$ cat config.mk
export PLATFORM = sky130hd
export DESIGN_NAME = spi_slave_if
export DESIGN_NICKNAME = d
export VERILOG_FILES = /design/src/rtl/spi_slave_pkg.sv /design/src/rtl/spi_slave_sync.sv /design/src/rtl/spi_slave_if.sv
export SDC_FILE = /design/constraint.sdc
export NUM_CORES = 1
export LEC_CHECK = 0
export ABC_AREA = 1
export BUFFER_PORTS_ARGS = -buffer_cell sky130_fd_sc_hd__buf_2
export CAP_MARGIN = 20
export CORE_MARGIN = 2
export CORE_UTILIZATION = 50
export CTS_CLUSTER_DIAMETER = 30
export DETAILED_ROUTE_END_ITERATION = 12
export PLACE_DENSITY_LB_ADDON = 0.3
export SLEW_MARGIN = 25
export SYNTH_ARGS = -nofsm -noshare
export SYNTH_HDL_FRONTEND = slang
export SYNTH_SLANG_ARGS = --single-unit
$ cat constraint.sdc
create_clock -name clk -period 1.8 [get_ports clk]
set_input_delay 0.54 -clock clk [delete_from_list [all_inputs] [get_ports clk]]
set_output_delay 0.54 -clock clk [all_outputs]
set_load 0.02 [all_outputs]
$ cat src/rtl/spi_slave_pkg.sv
// Shared types and constants for the SPI slave interface.
package spi_slave_pkg;

  localparam int DATA_WIDTH_DEF = 16;
  localparam int SYNC_STAGES    = 2;

  typedef enum logic [1:0] {
    IDLE  = 2'd0,
    SHIFT = 2'd1,
    DONE  = 2'd2
  } state_t;

endpackage

$ cat src/rtl/spi_slave_sync.sv
// Multi-stage synchronizer with registered level, rise and fall outputs.
// Level and edge pulses become visible together, 3 clk after the pin changes.
module spi_slave_sync
  import spi_slave_pkg::*;
#(
  parameter logic RST_VAL = 1'b0
) (
  input  logic clk,
  input  logic n_rst,
  input  logic din,
  output logic level,
  output logic rise,
  output logic fall
);

  logic [SYNC_STAGES-1:0] chain_r;
  logic                   level_r;
  logic                   rise_r;
  logic                   fall_r;

  // synchronizer chain followed by a registered edge detector
  always_ff @(posedge clk or negedge n_rst) begin
    if (!n_rst) begin
      chain_r <= {SYNC_STAGES{RST_VAL}};
      level_r <= RST_VAL;
      rise_r  <= 1'b0;
      fall_r  <= 1'b0;
    end else begin
      chain_r <= {chain_r[SYNC_STAGES-2:0], din};
      level_r <= chain_r[SYNC_STAGES-1];
      rise_r  <= chain_r[SYNC_STAGES-1] & ~level_r;
      fall_r  <= ~chain_r[SYNC_STAGES-1] & level_r;
    end
  end

  assign level = level_r;
  assign rise  = rise_r;
  assign fall  = fall_r;

endmodule

$ cat src/rtl/spi_slave_if.sv
// SPI mode-0 slave with TX storage. Define SPI_SLAVE_TX_FIFO_EN for a
// TX_DEPTH-word TX FIFO; otherwise a single holding register is used.
module spi_slave_if
  import spi_slave_pkg::*;
#(
  parameter int DATA_WIDTH = DATA_WIDTH_DEF,
  parameter int TX_DEPTH   = 4
) (
  input  logic                  clk,
  input  logic                  n_rst,
  input  logic                  sclk,
  input  logic                  mosi,
  input  logic                  n_cs,
  output logic                  miso,
  output logic                  miso_oe,
  input  logic [DATA_WIDTH-1:0] tx_din,
  input  logic                  tx_wrreq,
  output logic                  tx_full,
  output logic [DATA_WIDTH-1:0] rx_dout,
  output logic                  rx_valid,
  output logic                  busy,
  output logic                  frame_err,
  output logic                  tx_underrun
);

  localparam int              CNT_W    = $clog2(DATA_WIDTH + 1);
  localparam logic [CNT_W-1:0] LAST_CNT = CNT_W'(DATA_WIDTH - 1);

  logic sclk_lvl_s, sclk_rise_s, sclk_fall_s;
  logic cs_lvl_s, cs_rise_s, cs_fall_s;
  logic mosi_lvl_s, mosi_rise_s, mosi_fall_s;

  state_t state_r, next_state_s;
  logic   start_s, shift_in_s, shift_out_s, last_s, abort_s, close_s;

  logic [DATA_WIDTH-1:0] tx_shift_r, rx_shift_r, rx_dout_r;
  logic [CNT_W-1:0]      bit_cnt_r;
  logic                  miso_r, miso_oe_r, busy_r;
  logic                  rx_valid_r, frame_err_r, tx_underrun_r;

  logic                  tx_empty_s, push_s, pop_s;
  logic [DATA_WIDTH-1:0] head_word_s, head_s;

  spi_slave_sync #(.RST_VAL(1'b0)) u_sclk_sync (
    .clk(clk), .n_rst(n_rst), .din(sclk),
    .level(sclk_lvl_s), .rise(sclk_rise_s), .fall(sclk_fall_s)
  );

  spi_slave_sync #(.RST_VAL(1'b1)) u_cs_sync (
    .clk(clk), .n_rst(n_rst), .din(n_cs),
    .level(cs_lvl_s), .rise(cs_rise_s), .fall(cs_fall_s)
  );

  spi_slave_sync #(.RST_VAL(1'b0)) u_mosi_sync (
    .clk(clk), .n_rst(n_rst), .din(mosi),
    .level(mosi_lvl_s), .rise(mosi_rise_s), .fall(mosi_fall_s)
  );

  // only the mosi level and the sclk edges take part in the protocol
  logic unused_s;
  assign unused_s = ^{sclk_lvl_s, mosi_rise_s, mosi_fall_s, rx_shift_r[DATA_WIDTH-1]};

  // state register
  always_ff @(posedge clk or negedge n_rst) begin
    if (!n_rst) begin
      state_r <= IDLE;
    end else begin
      state_r <= next_state_s;
    end
  end

  // next state and per-clk datapath strobes; n_cs rise wins over sclk edges
  always_comb begin
    next_state_s = state_r;
    start_s      = 1'b0;
    shift_in_s   = 1'b0;
    shift_out_s  = 1'b0;
    last_s       = 1'b0;
    abort_s      = 1'b0;
    close_s      = 1'b0;
    case (state_r)
      IDLE: begin
        if (cs_fall_s) begin
          next_state_s = SHIFT;
          start_s      = 1'b1;
        end else begin
          next_state_s = IDLE;
        end
      end
      SHIFT: begin
        if (cs_rise_s) begin
          next_state_s = IDLE;
          abort_s      = 1'b1;
        end else if (sclk_rise_s) begin
          shift_in_s = 1'b1;
          if (bit_cnt_r == LAST_CNT) begin
            next_state_s = DONE;
            last_s       = 1'b1;
          end else begin
            next_state_s = SHIFT;
          end
        end else if (sclk_fall_s) begin
          shift_out_s = 1'b1;
        end else begin
          next_state_s = SHIFT;
        end
      end
      DONE: begin
        if (cs_rise_s) begin
          next_state_s = IDLE;
          close_s      = 1'b1;
        end else if (sclk_fall_s) begin
          next_state_s = SHIFT;
          start_s      = 1'b1;
        end else begin
          next_state_s = DONE;
        end
      end
      default: begin
        next_state_s = IDLE;
      end
    endcase
  end

  // an empty store sends an all-zero word
  always_comb begin
    if (tx_empty_s) begin
      head_s = {DATA_WIDTH{1'b0}};
    end else begin
      head_s = head_word_s;
    end
  end

  // shift registers, counter and registered outputs
  always_ff @(posedge clk or negedge n_rst) begin
    if (!n_rst) begin
      tx_shift_r    <= {DATA_WIDTH{1'b0}};
      rx_shift_r    <= {DATA_WIDTH{1'b0}};
      rx_dout_r     <= {DATA_WIDTH{1'b0}};
      bit_cnt_r     <= {CNT_W{1'b0}};
      miso_r        <= 1'b0;
      miso_oe_r     <= 1'b0;
      busy_r        <= 1'b0;
      rx_valid_r    <= 1'b0;
      frame_err_r   <= 1'b0;
      tx_underrun_r <= 1'b0;
    end else begin
      miso_oe_r     <= ~cs_lvl_s;
      rx_valid_r    <= last_s;
      frame_err_r   <= abort_s;
      tx_underrun_r <= start_s & tx_empty_s;

      if (start_s) begin
        busy_r <= 1'b1;
      end else if (abort_s || close_s) begin
        busy_r <= 1'b0;
      end

      if (start_s) begin
        tx_shift_r <= head_s;
        miso_r     <= head_s[DATA_WIDTH-1];
        bit_cnt_r  <= {CNT_W{1'b0}};
      end else if (shift_out_s) begin
        tx_shift_r <= tx_shift_r << 1;
        miso_r     <= tx_shift_r[DATA_WIDTH-2];
      end else if (abort_s || close_s) begin
        miso_r <= 1'b0;
      end

      if (shift_in_s) begin
        rx_shift_r <= {rx_shift_r[DATA_WIDTH-2:0], mosi_lvl_s};
        bit_cnt_r  <= bit_cnt_r + CNT_W'(1);
      end

      if (last_s) begin
        rx_dout_r <= {rx_shift_r[DATA_WIDTH-2:0], mosi_lvl_s};
      end
    end
  end

`ifdef SPI_SLAVE_TX_FIFO_EN
  localparam int PTR_W = (TX_DEPTH > 1) ? $clog2(TX_DEPTH) : 1;
  localparam int OCC_W = $clog2(TX_DEPTH + 1);

  logic [DATA_WIDTH-1:0] mem_r [TX_DEPTH];
  logic [PTR_W-1:0]      wr_ptr_r, rd_ptr_r;
  logic [OCC_W-1:0]      occ_r, occ_next_s;
  logic                  tx_full_r;

  function automatic logic [PTR_W-1:0] ptr_inc(input logic [PTR_W-1:0] p);
    if (p == PTR_W'(TX_DEPTH - 1)) begin
      return {PTR_W{1'b0}};
    end else begin
      return p + PTR_W'(1);
    end
  endfunction

  assign push_s      = tx_wrreq & ~tx_full_r;
  assign pop_s       = start_s & ~tx_empty_s;
  assign tx_empty_s  = (occ_r == {OCC_W{1'b0}});
  assign head_word_s = mem_r[rd_ptr_r];
  assign tx_full     = tx_full_r;

  // net occupancy after this clk's push and pop
  always_comb begin
    occ_next_s = occ_r;
    if (push_s && !pop_s) begin
      occ_next_s = occ_r + OCC_W'(1);
    end else if (pop_s && !push_s) begin
      occ_next_s = occ_r - OCC_W'(1);
    end else begin
      occ_next_s = occ_r;
    end
  end

  // FIFO pointers, occupancy and full flag
  always_ff @(posedge clk or negedge n_rst) begin
    if (!n_rst) begin
      wr_ptr_r  <= {PTR_W{1'b0}};
      rd_ptr_r  <= {PTR_W{1'b0}};
      occ_r     <= {OCC_W{1'b0}};
      tx_full_r <= 1'b0;
    end else begin
      if (push_s) begin
        wr_ptr_r <= ptr_inc(wr_ptr_r);
      end
      if (pop_s) begin
        rd_ptr_r <= ptr_inc(rd_ptr_r);
      end
      occ_r     <= occ_next_s;
      tx_full_r <= (occ_next_s == OCC_W'(TX_DEPTH));
    end
  end

  // FIFO storage array
  always_ff @(posedge clk) begin
    if (push_s) begin
      mem_r[wr_ptr_r] <= tx_din;
    end
  end
`else
  logic [DATA_WIDTH-1:0] hold_r;
  logic                  hold_valid_r;
  logic [31:0]           unused_depth_s;

  assign unused_depth_s = TX_DEPTH;
  assign push_s         = tx_wrreq & ~hold_valid_r;
  assign pop_s          = start_s & hold_valid_r;
  assign tx_empty_s     = ~hold_valid_r;
  assign head_word_s    = hold_r;
  assign tx_full        = hold_valid_r;

  // single-word holding register; push and pop never coincide
  always_ff @(posedge clk or negedge n_rst) begin
    if (!n_rst) begin
      hold_r       <= {DATA_WIDTH{1'b0}};
      hold_valid_r <= 1'b0;
    end else begin
      if (push_s) begin
        hold_r       <= tx_din;
        hold_valid_r <= 1'b1;
      end else if (pop_s) begin
        hold_valid_r <= 1'b0;
      end
    end
  end
`endif

  assign miso        = miso_r;
  assign miso_oe     = miso_oe_r;
  assign rx_dout     = rx_dout_r;
  assign rx_valid    = rx_valid_r;
  assign busy        = busy_r;
  assign frame_err   = frame_err_r;
  assign tx_underrun = tx_underrun_r;

endmodule

[After elaboration in Yosys (flattened, before gate mapping)]
Cells that the tools add are included.
Storage, ports and cells
  input bits: 22
  bits in registers: 89
Operators by class
  bitwise gates (word level): 12
  add/subtract/negate cells: 1
  equality and inequality tests: 4
  mux-type cells: 36
  reductions and logical operators: 7
Operator list (count)
  15-bit two-way mux: 2
  1-bit two-way mux: 23
  16-bit two-way mux: 1
  2-bit two-way mux: 6
  5-bit two-way mux: 2
  2-bit nonzero test: 4
  1-bit bitwise AND: 7
  2-bit case mux with 3 select lines: 1
  5-bit by 1-bit adder with 5-bit output (second input constant): 1
  5-bit by 4-bit == test with 1-bit output (second input constant): 1
  1-bit NOT: 5
  4-bit by 2-bit != test with 1-bit output (second input constant): 1
  3-bit nonzero test: 1
  2-bit by 1-bit == test with 1-bit output (second input constant): 1
  2-bit == test (second input constant): 1
  2-bit logical NOT: 1
  1-bit case mux with 2 select lines: 1
  1-bit logical OR: 1

[Longest topological paths before layout]
Gate-level depths: netlist (run 1).
  word-level depth: 6
  depth in mapped cells: 9
  mapped depth without buffers: 8

[Hierarchy]
From an unflattened synthesis (run 1), not the netlist that was laid out.
Unflattened totals
  cells, all modules: 412
  area, all modules: 3804.9 µm²
By module, submodules not included
  spi_slave_if: sequential area each 1901.8 µm², times used 1, area an instance 3380.7 µm², cells an instance 385
  spi_slave_sync (u_mosi_sync ...): sequential area each 125.1 µm², times used 2, area an instance 140.1 µm², cells an instance 9
  spi_slave_sync (u_cs_sync): sequential area each 128.9 µm², times used 1, area an instance 143.9 µm², cells an instance 9

[Worst setup path before layout (run 1)]
OpenSTA, ideal clock, no wires.
  path kind: register -> register
  from: reg bit_cnt_r[0]
  to: reg rx_dout_r[3] (netlist: rx_dout[3])
  arrival: 1.432 ns
  data required time: 1.723 ns
  stages on the path, launching flop included: 9
  path buffers: 1
  library setup time: 0.077 ns
  path slack: 0.291 ns
  clock period less this slack: 1.509 ns
  cell sequence: dfrtp_1 ha_1 nand2_1 nor2_1 ha_1 nand4_1 clkbuf_1 nand2_1 o21ai_1
On the way
  word-level cells in the longest chain between the ends: 5
Ends and longest elaborated chain
  start: declaration: line spi_slave_if.sv:37  | logic [CNT_W-1:0] bit_cnt_r;
  start signal: assignment: line spi_slave_if.sv:140  | bit_cnt_r <= {CNT_W{1'b0}};
  start signal: assignment: line spi_slave_if.sv:162  | bit_cnt_r <= {CNT_W{1'b0}};
  start signal: assignment: line spi_slave_if.sv:172  | bit_cnt_r <= bit_cnt_r + CNT_W'(1);
  5-bit by 4-bit == test with 1-bit output: line spi_slave_if.sv:96  | if (bit_cnt_r == LAST_CNT) begin
  1-bit two-way mux: line spi_slave_if.sv:96
  1-bit two-way mux: line spi_slave_if.sv:94  | end else if (sclk_rise_s) begin
  1-bit two-way mux: line spi_slave_if.sv:91  | if (cs_rise_s) begin
  1-bit two-way mux: line spi_slave_if.sv:81  | case (state_r)
  end signal: assignment: line spi_slave_if.sv:139  | rx_dout_r <= {DATA_WIDTH{1'b0}};
  end signal: assignment: line spi_slave_if.sv:176  | rx_dout_r <= {rx_shift_r[DATA_WIDTH-2:0], mosi_lvl_s};
  end: declaration: line spi_slave_if.sv:36  | logic [DATA_WIDTH-1:0] tx_shift_r, rx_shift_r, rx_dout_r;
Every way passes these cells.
A chain may end at the register's enable or synchronous reset.

[Final worst setup path (run 1)]
  from: reg bit_cnt_r[0]
  to: reg rx_dout_r[0] (netlist: rx_dout[0])
On the way
  word-level cells in the longest chain between the ends: 5
Ends and longest elaborated chain
  5-bit by 4-bit == test with 1-bit output: line spi_slave_if.sv:96
  1-bit two-way mux: line spi_slave_if.sv:96
  1-bit two-way mux: line spi_slave_if.sv:94
  1-bit two-way mux: line spi_slave_if.sv:91
  1-bit two-way mux: line spi_slave_if.sv:81
  net last_s: line spi_slave_if.sv:34  | logic start_s, shift_in_s, shift_out_s, last_s, abort_s, close_s;
The timed path passes the listed nets, and every way through them passes these cells.

==> reports/summary.txt, run 1 <==
status: finished, final reports clean
Detail Placement HPWL: 4590 µm
drt wl/cell: 11.9 µm
CP max-delay cell: dfrtp_1
P per Cell Area: 1270 nW/µm²
final core utilization: 0.593
DRC Markers: 0
clk root buf: clkbuf_8
RR Startpoint: bit_cnt_r[0]
CP required: 2.05 ns
# diodes: 0
Fmax achieved: 0.620 GHz
crit path max fanout: 19
Fin. Hold Viols: 0
clk slew on worst S/H paths: 0.09 ns
hold_ws: 0.0788 ns
Crit path arrival time: 1.87 ns
CP Cell Sequence: ha_1 -> nand2_1 -> nor2_1 -> ha_1 -> nand4_1 -> buf_4 -> inv_1 -> nand2_1 -> nand2_1
chip width: 89.6 µm
most frequent cells in the layout: 173 x nand2_1, 86 x dfrtp_1, 43 x buf_2
worst ir drop on vdd: 0.613 mV
Setup WS pre-CTS: 0.197 ns
Reg2Reg Depth: 9
Unique masters post-synth: 25
fin. max-slew vios: 0
RSZ-0062 raised after global routing: no
Placed Area: 4030 µm²
# H-tree levels: 3
TritonCTS buffer count: 9
commonest non-fill, non-tap cell in the layout: nand2_1
ANT nets after route: 0
row cnt: 31
Setup crit start: bit_cnt_r[0]
vias: 2716
routed vias/inst: 4.73
Yosys warning count: 0
WS Path Type: flop to flop
power share of the combinational group: 0.213
Reg power frac: 0.504
final non-filler cell total: 574
post-route worst setup slack: 0.187 ns
Slew headroom: 0.701
Syn-to-layout area delta: 16.3%
CP Depth: 9
Slew @ Worst Pin: 0.445 ns
1st-pass router iterations: 4
# IOs: 45
Mapped Nets: 445
Worst path max stage delay: 0.42 ns
crit path time final: 1.61 ns
clock tree sinks: 89
filler cell count: 656
drt initial violations: 134
drt total wl: 6830 µm
Worst Path Buf+Inv: 2
first-pass GRT wire length: 11600 µm
largest net degree at the start of global routing: 34
TNS Setup: 0 ns
CTS Hold Buffers Added: 0
Yosys reg bits: 89
routability cong.: 0.798
CP dominant cell by count: nand2_1
share of cells above drive strength 1: 0.168
max cap viols: 0
vias in the first global route: 2505
crit-path leading delay family: flip-flops
CTS tree: built
Clk pwr share: 0.282
Final Cell Area: 4260 µm²
Remaining Overflow, GRT: 0
die area: 8020 µm²
Post-CTS Resized: 0
Bufs on Longest Clock Path: 2
LEAKAGE: 2.34 nW
Sw Ratio: 0.318
Psw: 1.72 mW
DIE HEIGHT: 89.6 µm
Final Cycle Share: 0.896
Setup violations, final: 0
HP Class: input port to async pin
postcts setup bufs: 0
CORE AREA: 7180 µm²
cell-internal power: 3.69 mW
Worst Setup Start Kind: flop
Layout Nets: 494
Avg Synthesized Cell Area: 8.69 µm²
Initial Util: 0.510
total power: 5.41 mW
Inst Count DP: 558
Cell Area, Synth: 3660 µm²
overall routing resource usage: 0.190
I/O Buffers: 44
sequential fraction of the synthesis area: 0.610
Worst setup EP type: flop
Syn Inst Count: 421
antenna violations before repair: 0
worst skew pair latency: 0.36 ns
Setup Skew: 0.0129 ns
cell families after synthesis:
kind of cell | synth area share
flops | 0.610
compound gates | 0.0485
simple gates | 0.266
fa+ha+maj | 0.00684
xor+xnor | 0.00239
buf+inv | 0.0667
layer usage:
layer / wire length, µm / vias to the layer above / global-route usage / part of all wire
met1: 3550 / 1264 / 0.284 / 0.52
li1: - / 1398 / - / -
met5: 0 / - / 0 / 0
met2: 2950 / 47 / 0.271 / 0.43
met4: 98 / 0 / 0.0733 / 0.014
met3: 229 / 7 / 0.0443 / 0.034
worst reg2reg max path: cells and delay by family (launching register included):
| kind | cells | cell delay (ns) |
|---|---|---|
| buffers and inverters | 2 | 0.32 |
| DFF | 1 | 0.42 |
| adders and majority gates | 2 | 0.40 |
| and+or+nand+nor | 5 | 0.37 |
layout make-up:
type,instances,area (µm²),area share
flip-flops and latches,89,2230,0.524
multi-input cells,271,1180,0.278
repair buffers,54,323,0.0758
inverters,45,169,0.0397
clock buffers,10,128,0.0300
well taps,99,124,0.0291
clock inverters,6,97.6,0.0229
worst paths after layout:
check	slack, ns	to
worst min register to register	0.36	u_mosi_sync.level
worst min-delay path	0.08	rx_shift_r[6]
worst max-delay path	0.19	rx_dout[0]
min in group clk	0.27	u_cs_sync.chain_r[0]
max in group asynchronous	1.16	u_cs_sync.level
worst max register to register	0.19	rx_dout[0]
power groups by stage:
stage,sequential (mW),combinational [mW],clock [mW]
finish,2.73,1.15,1.53
global route,2.79,1.36,1.66
CTS,2.73,1.16,1.57
detailed placement,2.75,1.16,0
global placement,2.74,1.13,0
floorplan,2.72,0.845,0
synth_stat cells (all sizes together):
cell,count,share of area
a21oi,1,0.0014
buf,7,0.011
xor2,1,0.0024
dfstp,3,0.022
ha,2,0.0068
clkbuf,9,0.0092
nand4,4,0.0068
nor2,14,0.018
dfrtp,86,0.59
clkinv,1,0.0010
nand2,176,0.19
o31ai,1,0.0021
nand3b,1,0.0021
inv,44,0.045
o21ai,33,0.045
nand3,38,0.053
sequential cells by signal, summed over array words and instances (netlist names), 2 cells and up:
| signal | flops |
|---|---|
| rx_dout | 16 |
| head_word_s | 16 |
| bit_cnt_r | 5 |
| u_mosi_sync.chain_r | 2 |
| state_r | 2 |
| rx_shift_r | 15 |
| u_sclk_sync.chain_r | 2 |
| u_cs_sync.chain_r | 2 |
| tx_shift_r | 15 |
Power figures use the tool's default switching activity.
==> run 2, diff against run 1 <==
--- a/config.mk
+++ b/config.mk
@@ -8,8 +8,10 @@
 export ABC_AREA = 1
 export BUFFER_PORTS_ARGS = -buffer_cell sky130_fd_sc_hd__buf_2
 export CAP_MARGIN = 20
+export CELL_PAD_IN_SITES_DETAIL_PLACEMENT = 1
+export CELL_PAD_IN_SITES_GLOBAL_PLACEMENT = 2
 export CORE_MARGIN = 2
-export CORE_UTILIZATION = 50
+export CORE_UTILIZATION = 35
 export CTS_CLUSTER_DIAMETER = 30
 export DETAILED_ROUTE_END_ITERATION = 12
 export PLACE_DENSITY_LB_ADDON = 0.3
==> reports/summary.txt, run 2 (synthesis gave the netlist of run 1 again) <==
status: finished, final reports clean
antenna violations before repair: 0
power share of the combinational group: 0.217
Sw Ratio: 0.325
Final Cell Area: 4310 µm²
drt total wl: 7890 µm
CP dominant cell by count: nand2_1
RSZ-0062 raised after global routing: no
CP Cell Sequence: ha_1 -> nand2_1 -> nor2_1 -> ha_1 -> nand4_1 -> buf_12 -> inv_1 -> nand2_1 -> nand2_1
share of cells above drive strength 1: 0.169
Setup Skew: 0.00840 ns
crit path time final: 1.60 ns
Setup WS pre-CTS: 0.195 ns
Detail Placement HPWL: 5450 µm
worst ir drop on vdd: 0.541 mV
Worst setup EP type: flop
largest net degree at the start of global routing: 38
first-pass GRT wire length: 13700 µm
clk root buf: clkbuf_8
max cap viols: 0
routability cong.: 0.783
Remaining Overflow, GRT: 0
chip width: 106 µm
LEAKAGE: 2.35 nW
worst flop-to-flop path endpoint: rx_dout[14]
row cnt: 37
most frequent cells in the layout: 173 x nand2_1, 86 x dfrtp_1, 43 x buf_2
post-route worst setup slack: 0.197 ns
routed vias/inst: 4.48
Initial Util: 0.358
fin. max-slew vios: 0
Bufs on Longest Clock Path: 2
cell-internal power: 3.69 mW
# diodes: 0
# H-tree levels: 3
clk slew on worst S/H paths: 0.09 ns
Layout Nets: 493
Crit path arrival time: 1.86 ns
Clk pwr share: 0.285
RR Startpoint: bit_cnt_r[0]
Reg2Reg Depth: 9
1st-pass router iterations: 4
Inst Count DP: 594
postcts setup bufs: 0
commonest non-fill, non-tap cell in the layout: nand2_1
Reg power frac: 0.498
Worst path max stage delay: 0.43 ns
Setup violations, final: 0
clock tree sinks: 89
Post-CTS Resized: 0
flop2flop setup slack: 0.20 ns
vias in the first global route: 2768
ANT nets after route: 0
hold_ws: 0.0707 ns
CORE AREA: 10200 µm²
vias: 2732
Placed Area: 4080 µm²
drt initial violations: 128
drt wl/cell: 12.9 µm
WS Path Type: flop to flop
Fmax achieved: 0.624 GHz
Slew @ Worst Pin: 0.469 ns
HP Class: input port to async pin
final non-filler cell total: 610
Slew headroom: 0.685
DRC Markers: 0
Worst Setup Start Kind: flop
CTS Hold Buffers Added: 0
crit path max fanout: 32
Fin. Hold Viols: 0
DIE HEIGHT: 106 µm
die area: 11300 µm²
CP required: 2.06 ns
TNS Setup: 0 ns
P per Cell Area: 1270 nW/µm²
I/O Buffers: 44
Final Cycle Share: 0.891
overall routing resource usage: 0.156
TritonCTS buffer count: 9
worst skew pair latency: 0.35 ns
# IOs: 45
Psw: 1.77 mW
CP max-delay cell: dfrtp_1
CTS tree: built
Syn-to-layout area delta: 17.7%
[run 2: how the worst max path moves through the flow]
stage | end | slack [ns] | startpoint
2_1_floorplan | rx_dout[3] | 0.29 | bit_cnt_r[0]
3_3_place_gp | rx_dout[0] | 0.20 | bit_cnt_r[0]
3_5_place_dp | rx_dout[14] | 0.19 | bit_cnt_r[0]
4_1_cts | rx_dout[14] | 0.17 | bit_cnt_r[0]
5_1_grt | tx_shift_r[3] | 0.05 | state_r[1]
6_report | rx_dout[14] | 0.20 | bit_cnt_r[0]
[run 2: layout make-up]
class / count / area, µm²
Sequential cell: 89 / 2230
Clock buffer: 9 / 124
Multi-Input combinational cell: 271 / 1180
Inverter: 45 / 169
Fill cell: 1241 / 5920
Clock inverter: 7 / 100
Timing Repair Buffer: 53 / 328
Tap cell: 136 / 170
[run 2: per-stage QoR]
step	total power, mW	util
floorplan	3.57	-
global placement	3.91	0.399
detailed placement	3.97	0.399
CTS	5.55	0.421
global route	5.88	0.421
finish	5.46	0.421
[run 2: power by group through the flow]
stage | Sequential [mW] | Combinational [mW] | Clock (mW)
floorplan | 2.72 | 0.845 | 0
global placement | 2.75 | 1.17 | 0
detailed placement | 2.76 | 1.21 | 0
CTS | 2.73 | 1.22 | 1.60
global route | 2.79 | 1.40 | 1.69
finish | 2.72 | 1.19 | 1.56
[run 2: layer usage]
layer,GRT usage,vias to the layer above,share of wire
li1,-,1394,-
met1,0.237,1287,0.53
met2,0.216,42,0.42
met3,0.0270,9,0.033
met4,0.0677,0,0.018
met5,0,-,0
[run 2: worst max-delay path, delay by kind of cell, from the launching register on]
kind	cells	cell delay, ns
fa+ha+maj	2	0.41
buf+inv	2	0.27
flops	1	0.43
simple gates	5	0.38
